File: config.mk
export PLATFORM = sky130hd
export DESIGN_NAME = uart_rx_fifo
export DESIGN_NICKNAME = d
export VERILOG_FILES = /design/src/rtl/uart_pkg.sv /design/src/rtl/uart_sync_fifo.sv /design/src/rtl/uart_rx_fifo.sv
export SDC_FILE = /design/constraint.sdc
export NUM_CORES = 1
export LEC_CHECK = 0
export BUFFER_PORTS_ARGS = -buffer_cell sky130_fd_sc_hd__clkbuf_2
export CAP_MARGIN = 40
export CORE_AREA = 3 3 116 146
export DETAILED_ROUTE_END_ITERATION = 10
export DIE_AREA = 0 0 119 149
export PLACE_DENSITY = 0.65
export SLEW_MARGIN = 20
export SYNTH_ARGS = -nofsm -noshare
export SYNTH_HDL_FRONTEND = slang
export SYNTH_SLANG_ARGS = --single-unit
File: constraint.sdc
create_clock -name clk -period 3.86 [get_ports clk]
set_input_delay 0.579 -clock clk [delete_from_list [all_inputs] [get_ports clk]]
set_output_delay 0.579 -clock clk [all_outputs]
set_load 0.01 [all_outputs]
File: src/rtl/uart_pkg.sv
// Shared UART defaults; the receiver and its receive buffer both size themselves from these.
package uart_pkg;
    localparam int UART_DATA_BITS     = 8;
    localparam int UART_RX_FIFO_DEPTH = 16;
    localparam int UART_ERR_CNT_W     = 8;
endpackage

File: src/rtl/uart_sync_fifo.sv
// Generic single-clock circular FIFO with show-ahead read and wrap-bit pointers.
module uart_sync_fifo
    import uart_pkg::*;
#(
    parameter int WIDTH = UART_DATA_BITS,
    parameter int DEPTH = UART_RX_FIFO_DEPTH,
    localparam int AW   = $clog2(DEPTH),
    localparam int PW   = AW + 1
) (
    input  logic             clk,
    input  logic             rst_n,
    input  logic             push,
    input  logic [WIDTH-1:0] wdata,
    input  logic             pop,
    output logic [WIDTH-1:0] rdata,
    output logic             empty,
    output logic             full,
    output logic [PW-1:0]    count
);
    logic [WIDTH-1:0] mem [DEPTH];
    logic [PW-1:0]    wr_ptr;
    logic [PW-1:0]    rd_ptr;

    always_ff @(posedge clk or negedge rst_n) begin
        if (!rst_n) begin
            wr_ptr <= '0;
            rd_ptr <= '0;
        end else begin
            if (push) wr_ptr <= wr_ptr + 1'b1;
            if (pop)  rd_ptr <= rd_ptr + 1'b1;
        end
    end

    // Storage carries no reset; contents are meaningless until pointers say otherwise.
    always_ff @(posedge clk) begin
        if (push) mem[wr_ptr[AW-1:0]] <= wdata;
    end

    assign rdata = mem[rd_ptr[AW-1:0]];
    assign empty = (wr_ptr == rd_ptr);
    assign full  = (wr_ptr[AW-1:0] == rd_ptr[AW-1:0]) && (wr_ptr[AW] != rd_ptr[AW]);
    assign count = wr_ptr - rd_ptr;
endmodule

File: src/rtl/uart_rx_fifo.sv
// Receive buffer behind the UART receiver: byte FIFO plus overrun / framing-error bookkeeping.
module uart_rx_fifo
    import uart_pkg::*;
#(
    parameter int DATA_BITS   = UART_DATA_BITS,
    parameter int DEPTH       = UART_RX_FIFO_DEPTH,
    parameter int AFULL_LEVEL = 12,
    parameter int ERR_CNT_W   = UART_ERR_CNT_W,
    localparam int CW         = $clog2(DEPTH) + 1
) (
    input  logic                 clk,
    input  logic                 rst_n,
    input  logic [DATA_BITS-1:0] in_data,
    input  logic                 in_valid,
    input  logic                 in_ferr,
    output logic [DATA_BITS-1:0] rd_data,
    output logic                 rd_valid,
    input  logic                 rd_ready,
    output logic [CW-1:0]        count,
    output logic                 full,
    output logic                 almost_full,
    output logic                 overrun,
    output logic                 ferr_sticky,
    output logic [ERR_CNT_W-1:0] ferr_count,
    input  logic                 clr_flags
);
    localparam logic [CW-1:0]        AFULL_THR = CW'(AFULL_LEVEL);
    localparam logic [ERR_CNT_W-1:0] CNT_MAX   = '1;

    logic empty;
    logic push;
    logic pop;
    logic drop;
    logic ferr_q;
    logic ferr_evt;

    assign rd_valid    = !empty;
    assign pop         = rd_valid & rd_ready;
    // A pop frees the slot in the same cycle, so a full FIFO still accepts a byte then.
    assign push        = in_valid & (!full | pop);
    assign drop        = in_valid & full & !pop;
    assign ferr_evt    = in_ferr & !ferr_q;
    assign almost_full = (count >= AFULL_THR);

    uart_sync_fifo #(
        .WIDTH (DATA_BITS),
        .DEPTH (DEPTH)
    ) u_fifo (
        .clk   (clk),
        .rst_n (rst_n),
        .push  (push),
        .wdata (in_data),
        .pop   (pop),
        .rdata (rd_data),
        .empty (empty),
        .full  (full),
        .count (count)
    );

    // New events take priority over a coincident clear.
    always_ff @(posedge clk or negedge rst_n) begin
        if (!rst_n) begin
            ferr_q      <= 1'b0;
            overrun     <= 1'b0;
            ferr_sticky <= 1'b0;
            ferr_count  <= '0;
        end else begin
            ferr_q <= in_ferr;

            if (drop)           overrun <= 1'b1;
            else if (clr_flags) overrun <= 1'b0;

            if (ferr_evt) begin
                ferr_sticky <= 1'b1;
                if (clr_flags)                 ferr_count <= ERR_CNT_W'(1);
                else if (ferr_count != CNT_MAX) ferr_count <= ferr_count + 1'b1;
            end else if (clr_flags) begin
                ferr_sticky <= 1'b0;
                ferr_count  <= '0;
            end
        end
    end
endmodule

==> run metrics <==
path type of the worst min-delay path=input port to async pin; GRT Util Overall=0.149; CORE AREA=~16,000 um2; slowest cell on the critical path=dfrtp_2; largest net degree at the start of global routing=29; shortest period the worst path allows=~3.4 ns; Area growth, synth to finish=16.3%; Worst Max-Slew Pin Slew=about 0.85 ns; slowest stage delay, CP=roughly 0.8 ns; total wire length=12,600 um; drt drc=0; top cells by area in the synthesized netlist=edfxtp_1, dfrtp_1, mux4_2, mux2i_1, ha_1; final hold viol count=0; number of buffers inserted during clock tree synthesis=17; number of buffers inserted by port buffering=39; share of the yosys chip area belonging to registers=0.700; P per Cell Area=between 700 and 800 nW/um2; synthesized net count=between 300 and 400; Setup CP Type=flip-flop to primary output; post_cts resized=0; count of standard-cell rows=slightly above 50; detail-routed net length per standard cell=approximately 20 um; reg2reg setup slack=~0.80 ns; total met2 wirelength after detailed routing=6420 um; number of antenna violations at the first check in global routing=0; most used flip-flop cell after synthesis=edfxtp_1; max-slew violation count=0; area used by multi-input combinational logic=roughly 1700 um2; number of buffers inserted to repair setup after CTS=0; number of flops mapped to enable cells by yosys=~130; Top Metal Used=met4; startpoint kind of the worst setup timing path=flip-flop; width of the die=~120 um; largest area contributor in the synthesized netlist=edfxtp_1; RSZ-0062 raised after global routing=false; final-report setup violation count=0; total met3 wirelength after detailed routing=slightly below 700 um; result of the run=finished, final reports clean; setup tns final=0 ns; Diodes inserted=0; Pleak=2.65 nW; number of H-tree levels=4; Total Power Consumption=5.51 mW; average footprint of a synthesized cell=roughly 17 um2; maxcap violations=0; starting density of the core=0.400; fin crit share=0.893; maximum root-to-sink buffer count=2; Final Wtd Congestion=0.819; Clock transition at path regs=0.06 ns; synthesized area=6250 um2; number of top-level design ports=40; Warnings, synthesis=0; number of register bits inferred by synthesis=around 150; fmax=~290 MHz; Worst Path Arrival=~2.9 ns; Crit path required time=about 3.3 ns; Skew-Pair Late Insertion Delay=0.42 ns; cell chosen for the clock root=clkbuf_16; Worst Skew=0.00579 ns; Synth top area share=0.615; Die Area=roughly 18,000 um2; number of vias in the routed layout=roughly 3,400; Pre-antenna DRT Iters=6; GRT Residual Overflow=0; CTS tree=done; via density per instance=about 5.3; Hold Slack=roughly 0.14 ns; Reg area=4370 um2; Total Nets Final=between 400 and 500; Synth top cells by count=edfxtp_1, mux2i_1, dfrtp_1, mux4_2, nor2_1; crit path capture type=primary output; Fill cells=approximately 1,300; sequence of cells on the critical path=buf_4 > mux4_2 > a32oi_1 > o21ai_1 > clkbuf_2; distinct cell type count of the synthesized netlist=between 40 and 50; Post-DP HPWL=between 8000 and 9000 um; number of sinks handled by clock tree synthesis=149; cell with the most instances after synthesis=edfxtp_1; WL met1=5270 um; IR Drop Worst-Case VDD=approximately 0.00053 V; Die H=approximately 150 um; global-route wire length before repair=around 20,000 um; synthesized netlist cell count=360; fraction of synthesis flops using an asynchronous set or reset pin=0.141; number of global-route vias before repair=roughly 3,500; hold bufs inserted after CTS=0; fraction of final layout cells with drive strength greater than 1=0.244; maximum fanout count along the critical path=24; Antenna Nets Post-Route=0; max-slew headroom at the worst pin=0.434; initial detailed-routing violation count=between 200 and 300
-- path summary, 6_finish.rpt --
path,from,cells after the start,endpoint
worst max-delay path,u_fifo.rd_ptr[0]$_DFFE_PN0P_,5,rd_data[3]
worst min-delay path,rst_n,1,ferr_count[5]$_DFFE_PN0P_
worst max register to register,u_fifo.rd_ptr[1]$_DFFE_PN0P_,6,u_fifo.mem[6][3]$_DFFE_PP_
worst min register to register,ferr_sticky$_DFFE_PN0P_,1,ferr_sticky$_DFFE_PN0P_
max in group asynchronous,rst_n,1,u_fifo.rd_ptr[0]$_DFFE_PN0P_
min in group clk,in_ferr,1,ferr_q$_DFF_PN0_
-- metal layers --
| layer | up-vias | global-route usage |
|---|---|---|
| met3 | 25 | 0.0463 |
| li1 | 1541 | - |
| met5 | - | 0 |
| met2 | 95 | 0.247 |
| met1 | 1743 | 0.185 |
| met4 | 0 | 0.0545 |
-- cell families after synthesis --
kind of cell / after synthesis / synth area share
AOI/OAI and AO/OA: 43 / 0.0517
xor gates and xnor gates: 14 / 0.0196
adders and majority gates: 11 / 0.0232
buffers and inverters: 29 / 0.0270
DFF: 149 / 0.700
muxes: 49 / 0.128
and+or+nand+nor: 65 / 0.0505
-- state kept, by name (all words and copies together) (netlist names) --
register       cells
u_fifo.rd_ptr      5
ferr_count         8
ferr_sticky        1
ferr_q             1
overrun            1
u_fifo.mem       128
u_fifo.wr_ptr      5
-- report_power, final --
group	internal (mW)	leakage [nW]	switching, mW	total (mW)
sequential	1.95	1.42	0.173	2.12
combinational	0.768	0.936	1.02	1.78
clock	1.00	0.287	0.601	1.60
-- stage by stage --
stage	cell area (um2)	cells	setup slack [ns]	util
global route	7270	642	0.247	0.465
finish	7270	642	0.415	0.465
floorplan	6250	360	1.10	-
detailed placement	6680	609	0.788	0.427
global placement	6680	609	0.848	0.427
CTS	7250	640	0.358	0.464
-- final cells by class --
| type | instances | area share |
|---|---|---|
| Clock inverter | 12 | 0.0189 |
| Multi-Input combinational cell | 182 | 0.235 |
| Clock buffer | 19 | 0.0596 |
| Inverter | 16 | 0.00826 |
| Timing Repair Buffer | 52 | 0.0403 |
| Sequential cell | 149 | 0.601 |
| Tap cell | 212 | 0.0365 |
-- layout by cell type, fill, tap and decap left out, types with 2 or more instances in the layout --
master     count
and2_1         3
inv_1         14
o21ai_1       10
xor2_1         6
o211ai_1       2
xnor2_1        8
clkinv_2       7
clkbuf_2      39
o2111ai_1      2
clkbuf_16     17
nand3_1        6
edfxtp_1     128
mux4_1         3
nand2b_1       3
nor2_1        21
nand2_1       12
mux2i_1       25
buf_4         13
dfrtp_1       20
nor2b_1        5
a32oi_1        8
a22oi_1        8
nor3_1         6
nand4_1        4
clkbuf_1       2
clkinv_1       2
mux4_2        21
o21ai_0        3
ha_1          10
bufinv_16      3
-- worst max-delay path: cells and delay by family, from the launching register on --
| family | cells | cell delay (ns) |
|---|---|---|
| compound gates | 2 | 0.38 |
| flops | 1 | 0.79 |
| buf+inv | 2 | 0.66 |
| mux | 1 | 0.59 |
(Power assumes the default switching activity.)
